### config.mk
export PLATFORM = sky130hd
export DESIGN_NAME = imem_rom
export DESIGN_NICKNAME = d
export VERILOG_FILES = /design/src/rtl/imem_pkg.sv /design/src/rtl/imem_rom.sv
export SDC_FILE = /design/constraint.sdc
export NUM_CORES = 1
export LEC_CHECK = 0
export CAP_MARGIN = 20
export CELL_PAD_IN_SITES_DETAIL_PLACEMENT = 1
export CELL_PAD_IN_SITES_GLOBAL_PLACEMENT = 1
export CORE_ASPECT_RATIO = 0.5
export CORE_MARGIN = 4
export CORE_UTILIZATION = 39
export DETAILED_ROUTE_END_ITERATION = 7
export PLACE_DENSITY_LB_ADDON = 0.15
export SETUP_SLACK_MARGIN = 0.2
export SLEW_MARGIN = 20
export SYNTH_ARGS = -nofsm -noshare
export SYNTH_HDL_FRONTEND = slang
export SYNTH_SLANG_ARGS = --single-unit
### constraint.sdc
create_clock -name vclk -period 4.35
set_input_delay 0.435 -clock vclk [all_inputs]
set_output_delay 0.435 -clock vclk [all_outputs]
set_load 0.02 [all_outputs]
### src/rtl/imem_pkg.sv
// Shared constants and the fixed program image for the instruction ROM.
// Entries past the end of the program are zero.
package imem_pkg;

    localparam int IMEM_DEPTH = 64;
    localparam int IMEM_AW    = 6;
    localparam int IMEM_DW    = 32;

    typedef logic [IMEM_DW-1:0] instr_t;

    localparam instr_t IMEM_INIT [0:IMEM_DEPTH-1] = '{
        32'hf8000001, 32'hf8008002, 32'hf8000203, 32'h8b050083,
        32'hf8018003, 32'hcb050083, 32'hf8020003, 32'hcb0a03e4,
        32'hf8028004, 32'h8b040064, 32'hf8030004, 32'hcb030025,
        32'hf8038005, 32'h8a1f0145, 32'hf8040005, 32'h8a030145,
        32'hf8048005, 32'h8a140294, 32'hf8050014, 32'haa1f0166,
        32'hf8058006, 32'haa030166, 32'hf8060006, 32'hf840000c,
        32'h8b1f0187, 32'hf8068007, 32'hf807000c, 32'h8b0e01bf,
        32'hf807801f, 32'hb4000040, 32'hf8080015, 32'hf8088015,
        32'h8b0103e2, 32'hcb010042, 32'h8b0103f8, 32'hf8090018,
        32'h8b080000, 32'hb4ffff82, 32'hf809001e, 32'h8b1e03de,
        32'hcb1503f5, 32'h8b1403de, 32'hf85f83d9, 32'h8b1e03de,
        32'h8b1003de, 32'hf81f83d9, 32'hb400001f, 32'h00000000,
        32'h00000000, 32'h00000000, 32'h00000000, 32'h00000000,
        32'h00000000, 32'h00000000, 32'h00000000, 32'h00000000,
        32'h00000000, 32'h00000000, 32'h00000000, 32'h00000000,
        32'h00000000, 32'h00000000, 32'h00000000, 32'h00000000
    };

endpackage

### src/rtl/imem_rom.sv
// Combinational instruction ROM: q follows addr with no clock involvement,
// and is forced to zero while the active-low reset is asserted.
module imem_rom
    import imem_pkg::*;
#(
    parameter int N = 32
) (
    input  logic               clk,
    input  logic               reset,
    input  logic [IMEM_AW-1:0] addr,
    output logic [N-1:0]       q
);

    // Wide enough to hold a stored word zero-extended to N, or the full word when N < 32.
    localparam int WIDE_W = (N > IMEM_DW) ? N : IMEM_DW;

    instr_t            word;
    logic [WIDE_W-1:0] wideWord;

    // The clock only exists to match the rest of the datapath's port list.
    logic unused_clk;
    assign unused_clk = clk;

    always_comb begin
        word                  = IMEM_INIT[addr];
        wideWord              = '0;
        wideWord[IMEM_DW-1:0] = word;
        q                     = reset ? wideWord[N-1:0] : '0;
    end

endmodule

---- Yosys cells after proc, flatten, opt, wreduce, memory -nomap -nowiden ----
Memories as Yosys holds them, arrays and structs flattened.
Index checks and enable logic that the tools add are counted.
word-level totals
  flip-flop bits (word level) ............. 0
  memory bits (read-only) ................. 2048
  input bits .............................. 8
  output and inout bits ................... 32
  logic and storage cells ................. 6
  memories ................................ 1
operators by class
  magnitude comparators ................... 1
  mux-type cells .......................... 3
  bitwise operators ....................... 1
memories
  memory            words  bits a word  read ports  clocked after memory_dff  wr ports  line            RTL
  (name not given)  64     32           1           0                         0         imem_rom.sv:25  word = IMEM_INIT[addr];
operator list
  cell                  number
  $mux W32              3
  $ge A7 B7 Y1 const B  1
  $not A6 Y7            1

---- Logic depth before layout (Yosys ltp) ----
Gate-level depths: netlist of run 1.
  depth after elaboration ................. 5
  mapped depth ............................ 9
  mapped depth without buffers ............ 6

---- Least setup slack after synthesis of run 1 ----
OpenSTA, ideal clock, no wires.
  path kind ............................... input to output
  start ................................... input addr[0]
  end ..................................... output q[25]
  arrival ................................. 2.314 ns
  data required time ...................... 3.915 ns
  path slack .............................. 1.601 ns
  stages .................................. 6
  path buffers ............................ 1
  path through ............................ clkbuf_1 -> inv_1 -> ha_1 -> o31ai_1 -> nor2_1 -> a221oi_1
between the ends
  word-level cells in the longest chain between the ends .. 5
ends and longest elaborated chain
  what                                         line            RTL
  from (decl)                                  imem_rom.sv:10  input logic [IMEM_AW-1:0] addr,
  $not A6 Y7 (implied by the code)             imem_rom.sv:25
  $mem_v2 Z64 W32                              -
  $mux W32 (implied by the code) (2 in a row)  imem_rom.sv:25
  $mux W32                                     imem_rom.sv:28  q = reset ? wideWord[N-1:0] : '0;
  to (decl)                                    imem_rom.sv:11  output logic [N-1:0] q
No other way between the ends. The select of a mux whose other input is x is not followed.

---- Worst setup path after layout of run 1 ----
  start ................................... input addr[0]
  end ..................................... output q[29]
Same word-level chain as after synthesis.

==> results of run 1 <==
-- final cells by class --
cell class                 instances  area [um^2]
tap                               51        63.81
timing repair buffer              49        460.4
inverter                           9        33.78
multi-input combinational        202         1341
fill                             501         1742
-- worst paths after layout --
kind	cells after the start	end
max	7	q[29]
min	5	q[25]
-- cells in the mapped netlist, drive strengths merged, types with 2 or more instances --
| cell type | number | area, um^2 |
|---|---|---|
| a211oi | 4 | 30.03 |
| a21boi | 2 | 15.01 |
| a21o | 2 | 15.01 |
| a21oi | 18 | 90.09 |
| a221oi | 8 | 76.32 |
| a311oi | 4 | 41.29 |
| a31oi | 10 | 62.56 |
| and4 | 3 | 26.28 |
| buf | 25 | 156.4 |
| clkbuf | 8 | 31.28 |
| ha | 13 | 162.7 |
| inv | 9 | 33.78 |
| mux2 | 2 | 22.52 |
| mux2i | 3 | 30.03 |
| nand2 | 26 | 105.1 |
| nand2b | 9 | 56.30 |
| nand3 | 3 | 15.01 |
| nor2 | 20 | 75.07 |
| nor2b | 9 | 56.30 |
| nor3 | 8 | 40.04 |
| o211a | 2 | 20.02 |
| o211ai | 7 | 52.55 |
| o21ai | 15 | 75.07 |
| o21bai | 2 | 15.01 |
| o22ai | 5 | 31.28 |
| o311ai | 2 | 17.52 |
| o31ai | 3 | 22.52 |
| o32ai | 2 | 17.52 |
-- layer usage --
layer / vias to the layer above / track usage
met5: - / 0
met3: 3 / 0.04914
li1: 943 / -
met2: 84 / 0.4002
met4: 0 / 0.03448
met1: 955 / 0.3362
-- worst min-delay path, stage by stage --
cell and delay, ns:
buf_2 0.09, inv_1 0.22, nand2_1 0.15, a221oi_1 0.08, clkdlybuf4s50_1 0.54
-- kinds of logic (layout without fill, tap and decap cells) --
kind of cell | Yosys count | after routing | share of synthesized area
xor+xnor | 1 | 1 | 0.005606
buf+inv | 42 | 58 | 0.1417
simple gates | 85 | 85 | 0.2722
mux | 5 | 5 | 0.03363
compound gates | 98 | 98 | 0.4428
fa+ha+maj | 13 | 13 | 0.1041
-- placed cells by master, fill, tap and decap left out, types with 2 or more instances in the layout --
cell type and instances:
mux2_2 2, a21boi_0 2, o21ai_0 15, o22ai_1 5, a31oi_1 10, inv_1 8, a211oi_1 4, a221oi_1 7
o311ai_0 2, nor3_1 8, mux2i_1 3, o211a_1 2, ha_1 13, nand2_1 25, o21bai_1 2, a21o_1 2
o211ai_1 7, nor2_1 20, and4_1 3, a311oi_1 3, a21oi_1 18, nand2b_1 9, buf_4 10, clkdlybuf4s50_1 38
o31ai_1 3, nand3_1 3, o32ai_1 2, nor2b_1 9
-- report_power, final --
part           switching [mW]  internal (mW)  total [mW]
clock network               0              0           0
logic                   0.133         0.0853       0.218
registers                   0              0           0
==> out/summary.txt, run 1 <==
Vias in the first global route: 1958
Tot Pwr: 218.1 uW
CP Launch Type: input pin
Largest net degree at the start of global routing: 63
Kind of critical path: input pin to primary output
Worst setup margin: 0.6788 ns
Synthesized cell area: 1563 um^2
Maximum clock rate: 272.4 MHz
Maximum vdd drop: 0.00008010 V
Worst setup path start: addr[0]
Initial antenna violation count: 0
CTS resizes: 0
Area delta synth->final: 21.54%
Top cell by count, worst path: clkdlybuf4s50_1
Final Hold Viols: 0
Clock buffers: 0
Initial Util: 0.4292
Length of routed met2 wiring: 2741 um
Delay-heaviest family, CP: buffers and inverters
Share of layout cells above drive strength 1: 0.06923
Postcts setup bufs: 0
Die footprint: 5145 um^2
Cell count after synthesis: 244
Slowest CP cell: a221oi_1
Die X-Extent: 97.52 um
Hold slack: 1.956 ns
CP max FO: 10
Finished Core Util: 0.5216
Pwr/cell area: 114.8 nW/um^2
Diodes inserted: 0
Crit-path cells: clkdlybuf4s50_1, inv_1, ha_1, or3b_1, a221oi_1, a21oi_1, clkdlybuf4s50_1
Hold_buf cts: 0
Critical path's largest stage delay: 0.63 ns
Total gr overflow: 0
Seq/Total Area, Yosys: 0
Final setup violation count: 0
Uppermost layer routed: met4
Max-slew violation count: 0
DR iter-0 viols: 184
CP required: 3.91 ns
Cell Area, Placed: 1899 um^2
Core Box Area: 3641 um^2
Hold_sp: addr[3]
Max-cap viol count: 0
Unrepaired setup endpoints after global routing: false
FFs & Latches: 0
Drt drc: 0
Rows: 15
DRT antenna net count: 0
Overall die height: 52.76 um
Post-Layout Inst Area: 1899 um^2
Port Buffer Count: 39
Sequential cell area: 0 um^2
Leak pwr: 0.7198 nW
Wire per inst: 20.26 um
IO Pins: 40
Vias per cell: 6.383
Crit path buffers/inverters: 3
Synth Area per Inst: 6.405 um^2
Slew Limit Headroom: 0.5510
Number of placed instances, taps included: 311
Crit. End Element: primary output
Post-DP HPWL: 4578 um
Setup TNS: 0 ns
First-pass iteration count of the detailed router: 5
GP Congestion: 0.9215
Type of the tightest min-delay check: input pin to primary output
Final net count: 283
Count of different cell masters after synthesis: 56
YS warnings: 0
Post-synth net total: 265
M1 WL: 2952 um
Placement Setup Slack: 0.7174 ns
Final wirelength: 6302 um
Final Critical Period: 3.671 ns
Tightest Pin Transition: 0.6735 ns
Status: finished clean
Met3 WL: 586 um
Layout Cells excl Fill: 311
Total track usage: 0.2433
Tcrit/Tclk final: 0.8439
Vias: 1985
Crit path DAT: 3.24 ns
First-pass GRT wire length: 10230 um
No activity file was read; power rests on OpenSTA's default activity.
==> run 2: changes to the inputs <==
Settings changed: CORE_UTILIZATION 39 to 33.
Clock period 4.35 ns to 3 ns, I/O delays scaled along.
==> run 2 against run 1 <==
  * Combinational power increased by 58%
  * Non-clock buffer count increased by 31
  * Power is 58% higher
  * Core utilization decreased by 3.1 points
  * Critical path depth did not move
  * Final cell count up 15%
  * Die area grew 16%
  * Cell area up 16%
  * Worst hold slack worse by 0.67 ns
  * Global-route usage is 1.0 points lower
  * Setup slack got worse by 0.45 ns
  * Critical path type unchanged
  * Largest cell class unchanged
==> out/summary.txt, run 2 (synthesized netlist as in run 1, its figures left out) <==
Final setup violation count: 0 (unchanged)
Final Hold Viols: 0 (unchanged)
Most frequent cells in the layout: 40 x buf_4, 25 x nand2_1, 19 x nor2_1 (was 38 x clkdlybuf4s50_1, 25 x nand2_1, 20 x nor2_1)
Hold Path Depth: 4 (was 5)
Maximum clock rate: 360.9 MHz
First-pass GRT wire length: 11360 um (was 10230 um)
Met1 usage: 0.3429 (was 0.3362)
Vias: 2098 (was 1985)
Rows: 17 (was 15)
Critical path's largest stage delay: 0.47 ns (was 0.63 ns)
Most common cell after layout, fill and taps aside: buf_4 (was clkdlybuf4s50_1)
Tot Pwr: 345.3 uW (was 218.1 uW)
Max-cap viol count: 0 (unchanged)
Drt drc: 0 (unchanged)
Postcts setup bufs: 0 (unchanged)
Area delta synth->final: 40.99% (was 21.54%)
Crit. End Element: primary output (unchanged)
DR iter-0 viols: 148 (was 184)
Post-DP HPWL: 5414 um (was 4578 um)
DRT antenna net count: 0 (unchanged)
Slew Limit Headroom: 0.6252 (was 0.5510)
Core Box Area: 4488 um^2 (was 3641 um^2)
Diodes inserted: 0 (unchanged)
First-pass iteration count of the detailed router: 4 (was 5)
Die footprint: 5967 um^2 (was 5145 um^2)
Tcrit/Tclk final: 0.9235
Unrepaired setup endpoints after global routing: false (unchanged)
Clock buffers: 0 (unchanged)
Leak pwr: 1.170 nW (was 0.7198 nW)
Sequential cell area: 0 um^2 (unchanged)
IO Pins: 40 (unchanged)
Total track usage: 0.2329 (was 0.2433)
Crit-path cells: clkdlybuf4s50_1, inv_1, ha_2, a2111oi_0, o31ai_1, a311oi_1, dlygate4sd2_1 (was clkdlybuf4s50_1, inv_1, ha_1, or3b_1, a221oi_1, a21oi_1, clkdlybuf4s50_1)
Hold_sp: addr[3] (unchanged)
CP Launch Type: input pin (unchanged)
FFs & Latches: 0 (unchanged)
Initial Util: 0.3482 (was 0.4292)
Layer with the highest usage: met2 (unchanged)
Port Buffer Count: 39 (unchanged)
Vias in the first global route: 2044 (was 1958)
Status: finished clean (unchanged)
Met2 GRT Util: 0.3632 (was 0.4002)
Max-slew violation count: 0 (unchanged)
Largest net degree at the start of global routing: 42 (was 63)
Final Critical Period: 2.771 ns
Tightest Pin Transition: 0.5623 ns (was 0.6735 ns)
Hold_buf cts: 0 (unchanged)
Cell Area, Placed: 2158 um^2 (was 1899 um^2)
CP required: 2.70 ns (was 3.91 ns)
Maximum vdd drop: 0.00007193 V (was 0.00008010 V)
Share of layout cells above drive strength 1: 0.2199 (was 0.06923)
Die X-Extent: 105.3 um (was 97.52 um)
Met3 Use GR: 0.04478 (was 0.04914)
Total gr overflow: 0 (unchanged)
Worst setup path start: addr[0] (unchanged)
GP Congestion: 0.9665 (was 0.9215)
Pwr/cell area: 156.7 nW/um^2 (was 114.8 nW/um^2)
CP max FO: 5 (was 10)
Placement Setup Slack: -0.1238 ns (was 0.7174 ns)
Initial antenna violation count: 0 (unchanged)
Final net count: 314 (was 283)
Crit path DAT: 2.47 ns (was 3.24 ns)
Type of the tightest min-delay check: input pin to primary output (unchanged)
Worst setup margin: 0.2295 ns (was 0.6788 ns)
Finished Core Util: 0.4909 (was 0.5216)
Overall die height: 56.66 um (was 52.76 um)
Wire per inst: 19.66 um (was 20.26 um)
Slowest CP cell: clkdlybuf4s50_1 (was a221oi_1)
Kind of critical path: input pin to primary output (unchanged)
Final wirelength: 7018 um (was 6302 um)
Vias per cell: 5.877 (was 6.383)
Post-Layout Inst Area: 2203 um^2 (was 1899 um^2)
-- run 2: repair_timing --
item	4_1_cts	5_1_grt
resized for setup	22	34
pin swaps	0	0
endpoints found under the hold margin	0	0
setup endpoints to repair	19	22
-- run 2: worst paths after layout --
path     to  slack [ns]
max   q[24]        0.23
min    q[6]        1.29
-- run 2: worst max-delay path: cells and delay by family --
family                   cells  cell delay (ns)
AO/OA/AOI/OAI                3             0.88
adder cells (fa/ha/maj)      1             0.36
buffers and inverters        3             0.93
-- run 2: cell type report --
type / count / area [um^2]
fillers: 602 / 2285
inverters: 9 / 33.78
multi-input cells: 202 / 1385
well taps: 66 / 82.58
repair buffers: 80 / 701.9
-- run 2: per-layer routing --
layer	wire, um	up-vias
li1	-	1011
met1	3236	978
met2	3043	101
met3	689	8
met4	48	0
met5	0	-
-- run 2: report_power, final --
group / internal [mW] / switching [mW] / total (mW)
combinational: 0.140 / 0.205 / 0.345
clock: 0 / 0 / 0
sequential: 0 / 0 / 0
-- run 2: stage by stage --
step           TNS (ns)  hold slack (ns)  cells
6_report              0            1.287    357
5_1_grt               0            1.339    357
4_1_cts               0            1.432    357
3_5_place_dp    -0.4512            1.654    357
3_3_place_gp    -0.1845            1.653    357
2_1_floorplan         0           0.7441    244
==> run 3: changes to the inputs <==
Settings changed: PLACE_DENSITY_LB_ADDON 0.15 to 0.1.
==> run 3 against run 2 <==
  * Routed wire length grew 5.9%
  * Non-clock buffer count is 18 higher
  * Die area stayed put
  * Maximum frequency is 0.27% lower
  * Worst hold slack gained 0.040 ns
  * Global-route usage increased by 1.3 points
  * Critical endpoint unchanged
  * Largest cell class unchanged
==> out/summary.txt, run 3 (synthesized netlist as in run 1, its figures left out) <==
Kind of critical path: input pin to primary output (unchanged)
Initial antenna violation count: 0 (unchanged)
Share of layout cells above drive strength 1: 0.2751 (was 0.2199)
Die footprint: 5967 um^2 (unchanged)
Leak pwr: 1.129 nW (was 1.170 nW)
Tcrit/Tclk final: 0.9260 (was 0.9235)
First-pass iteration count of the detailed router: 4 (unchanged)
Largest net degree at the start of global routing: 29 (was 42)
Vias in the first global route: 2275 (was 2044)
Vias per cell: 5.824 (was 5.877)
CP Launch Type: input pin (unchanged)
Total gr overflow: 0 (unchanged)
DRT antenna net count: 0 (unchanged)
First-pass GRT wire length: 11850 um (was 11360 um)
Final Hold Viols: 0 (unchanged)
DR iter-0 viols: 177 (was 148)
IO Pins: 40 (unchanged)
Crit. End Element: primary output (unchanged)
Setup TNS: 0 ns (unchanged)
Initial Util: 0.3482 (unchanged)
Clock buffers: 0 (unchanged)
Final wirelength: 7435 um (was 7018 um)
Postcts setup bufs: 0 (unchanged)
Rows: 17 (unchanged)
Most frequent cells in the layout: 58 x buf_4, 25 x nand2_1, 20 x nor2_1 (was 40 x buf_4, 25 x nand2_1, 19 x nor2_1)
Unrepaired setup endpoints after global routing: true (was false)
Sequential cell area: 0 um^2 (unchanged)
Drt drc: 0 (unchanged)
Diodes inserted: 0 (unchanged)
Vias: 2184 (was 2098)
Final setup violation count: 0 (unchanged)
Port Buffer Count: 39 (unchanged)
Max-slew violation count: 0 (unchanged)
Fillcell total: 610 (was 602)
GP Congestion: 0.9474 (was 0.9665)
Status: finished clean (unchanged)
Multi-input gate area: 1408 um^2 (was 1385 um^2)
Maximum clock rate: 360.0 MHz (was 360.9 MHz)
Overall die height: 56.66 um (unchanged)
FFs & Latches: 0 (unchanged)
Tightest Pin Transition: 0.4954 ns (was 0.5623 ns)
Max-cap viol count: 0 (unchanged)
Area delta synth->final: 49.48% (was 40.99%)
CP max FO: 5 (unchanged)
Final Critical Period: 2.778 ns (was 2.771 ns)
Crit path DAT: 2.48 ns (was 2.47 ns)
Most common cell after layout, fill and taps aside: buf_4 (unchanged)
Die X-Extent: 105.3 um (unchanged)
Slew Limit Headroom: 0.6697 (was 0.6252)
Pwr/cell area: 160.5 nW/um^2 (was 156.7 nW/um^2)
Wire per inst: 19.83 um (was 19.66 um)
Core Box Area: 4488 um^2 (unchanged)
Total track usage: 0.2456 (was 0.2329)
Final net count: 332 (was 314)
Post-DP HPWL: 6011 um (was 5414 um)
Type of the tightest min-delay check: input pin to primary output (unchanged)
Maximum vdd drop: 0.00007513 V (was 0.00007193 V)
Tot Pwr: 375.0 uW (was 345.3 uW)
CP required: 2.70 ns (about the same)
==> run 3: layer usage <==
metal  vias to the layer above  part of all wire  GRT usage
li1                       1041                 -          -
met1                      1053              0.48     0.3735
met2                        82              0.43     0.3777
met3                         8             0.082    0.01837
met4                         0             0.011    0.04299
met5                         -                 0          0
==> run 3: final cells by class <==
type | count | area share
timing repair buffer | 98 | 0.3476
multi-input combinational | 202 | 0.6026
inverter | 9 | 0.01446
tap | 66 | 0.03535
==> run 3: critical path, cell delays in order <==
cell	delay, ns
clkdlybuf4s50_1	0.42
buf_4	0.16
ha_1	0.20
nor2b_1	0.15
a2111oi_2	0.42
o31ai_4	0.11
a311oi_2	0.33
dlygate4sd2_1	0.38
==> run 3: what timing repair did <==
item	in CTS	in global routing
pin swaps	0	1
hold buffers	0	0
endpoints found under the setup margin	21	24
resized for setup	23	33
==> run 3: power breakdown <==
part	total, mW	switching [mW]	internal, mW
combinational	0.375	0.217	0.158
clock	0	0	0
sequential	0	0	0
total	0.375	0.217	0.158
==> run 3: final timing paths <==
check	startpoint	end	slack [ns]	cells after the start
setup / recovery	addr[0]	q[24]	0.22	8
hold / removal	addr[3]	q[6]	1.33	4
==> run 3: through the flow <==
stage | worst slack, ns | utilization | instance area, um^2 | hold WS [ns] | instances
floorplan | 0.5215 | - | 1563 | 0.7441 | 244
global placement | -0.06857 | 0.5110 | 2293 | 1.521 | 375
detailed placement | -0.2170 | 0.5110 | 2293 | 1.540 | 375
CTS | 0.02171 | 0.5099 | 2288 | 1.317 | 375
global route | 0.1734 | 0.5205 | 2336 | 1.338 | 375
finish | 0.2219 | 0.5205 | 2336 | 1.327 | 375
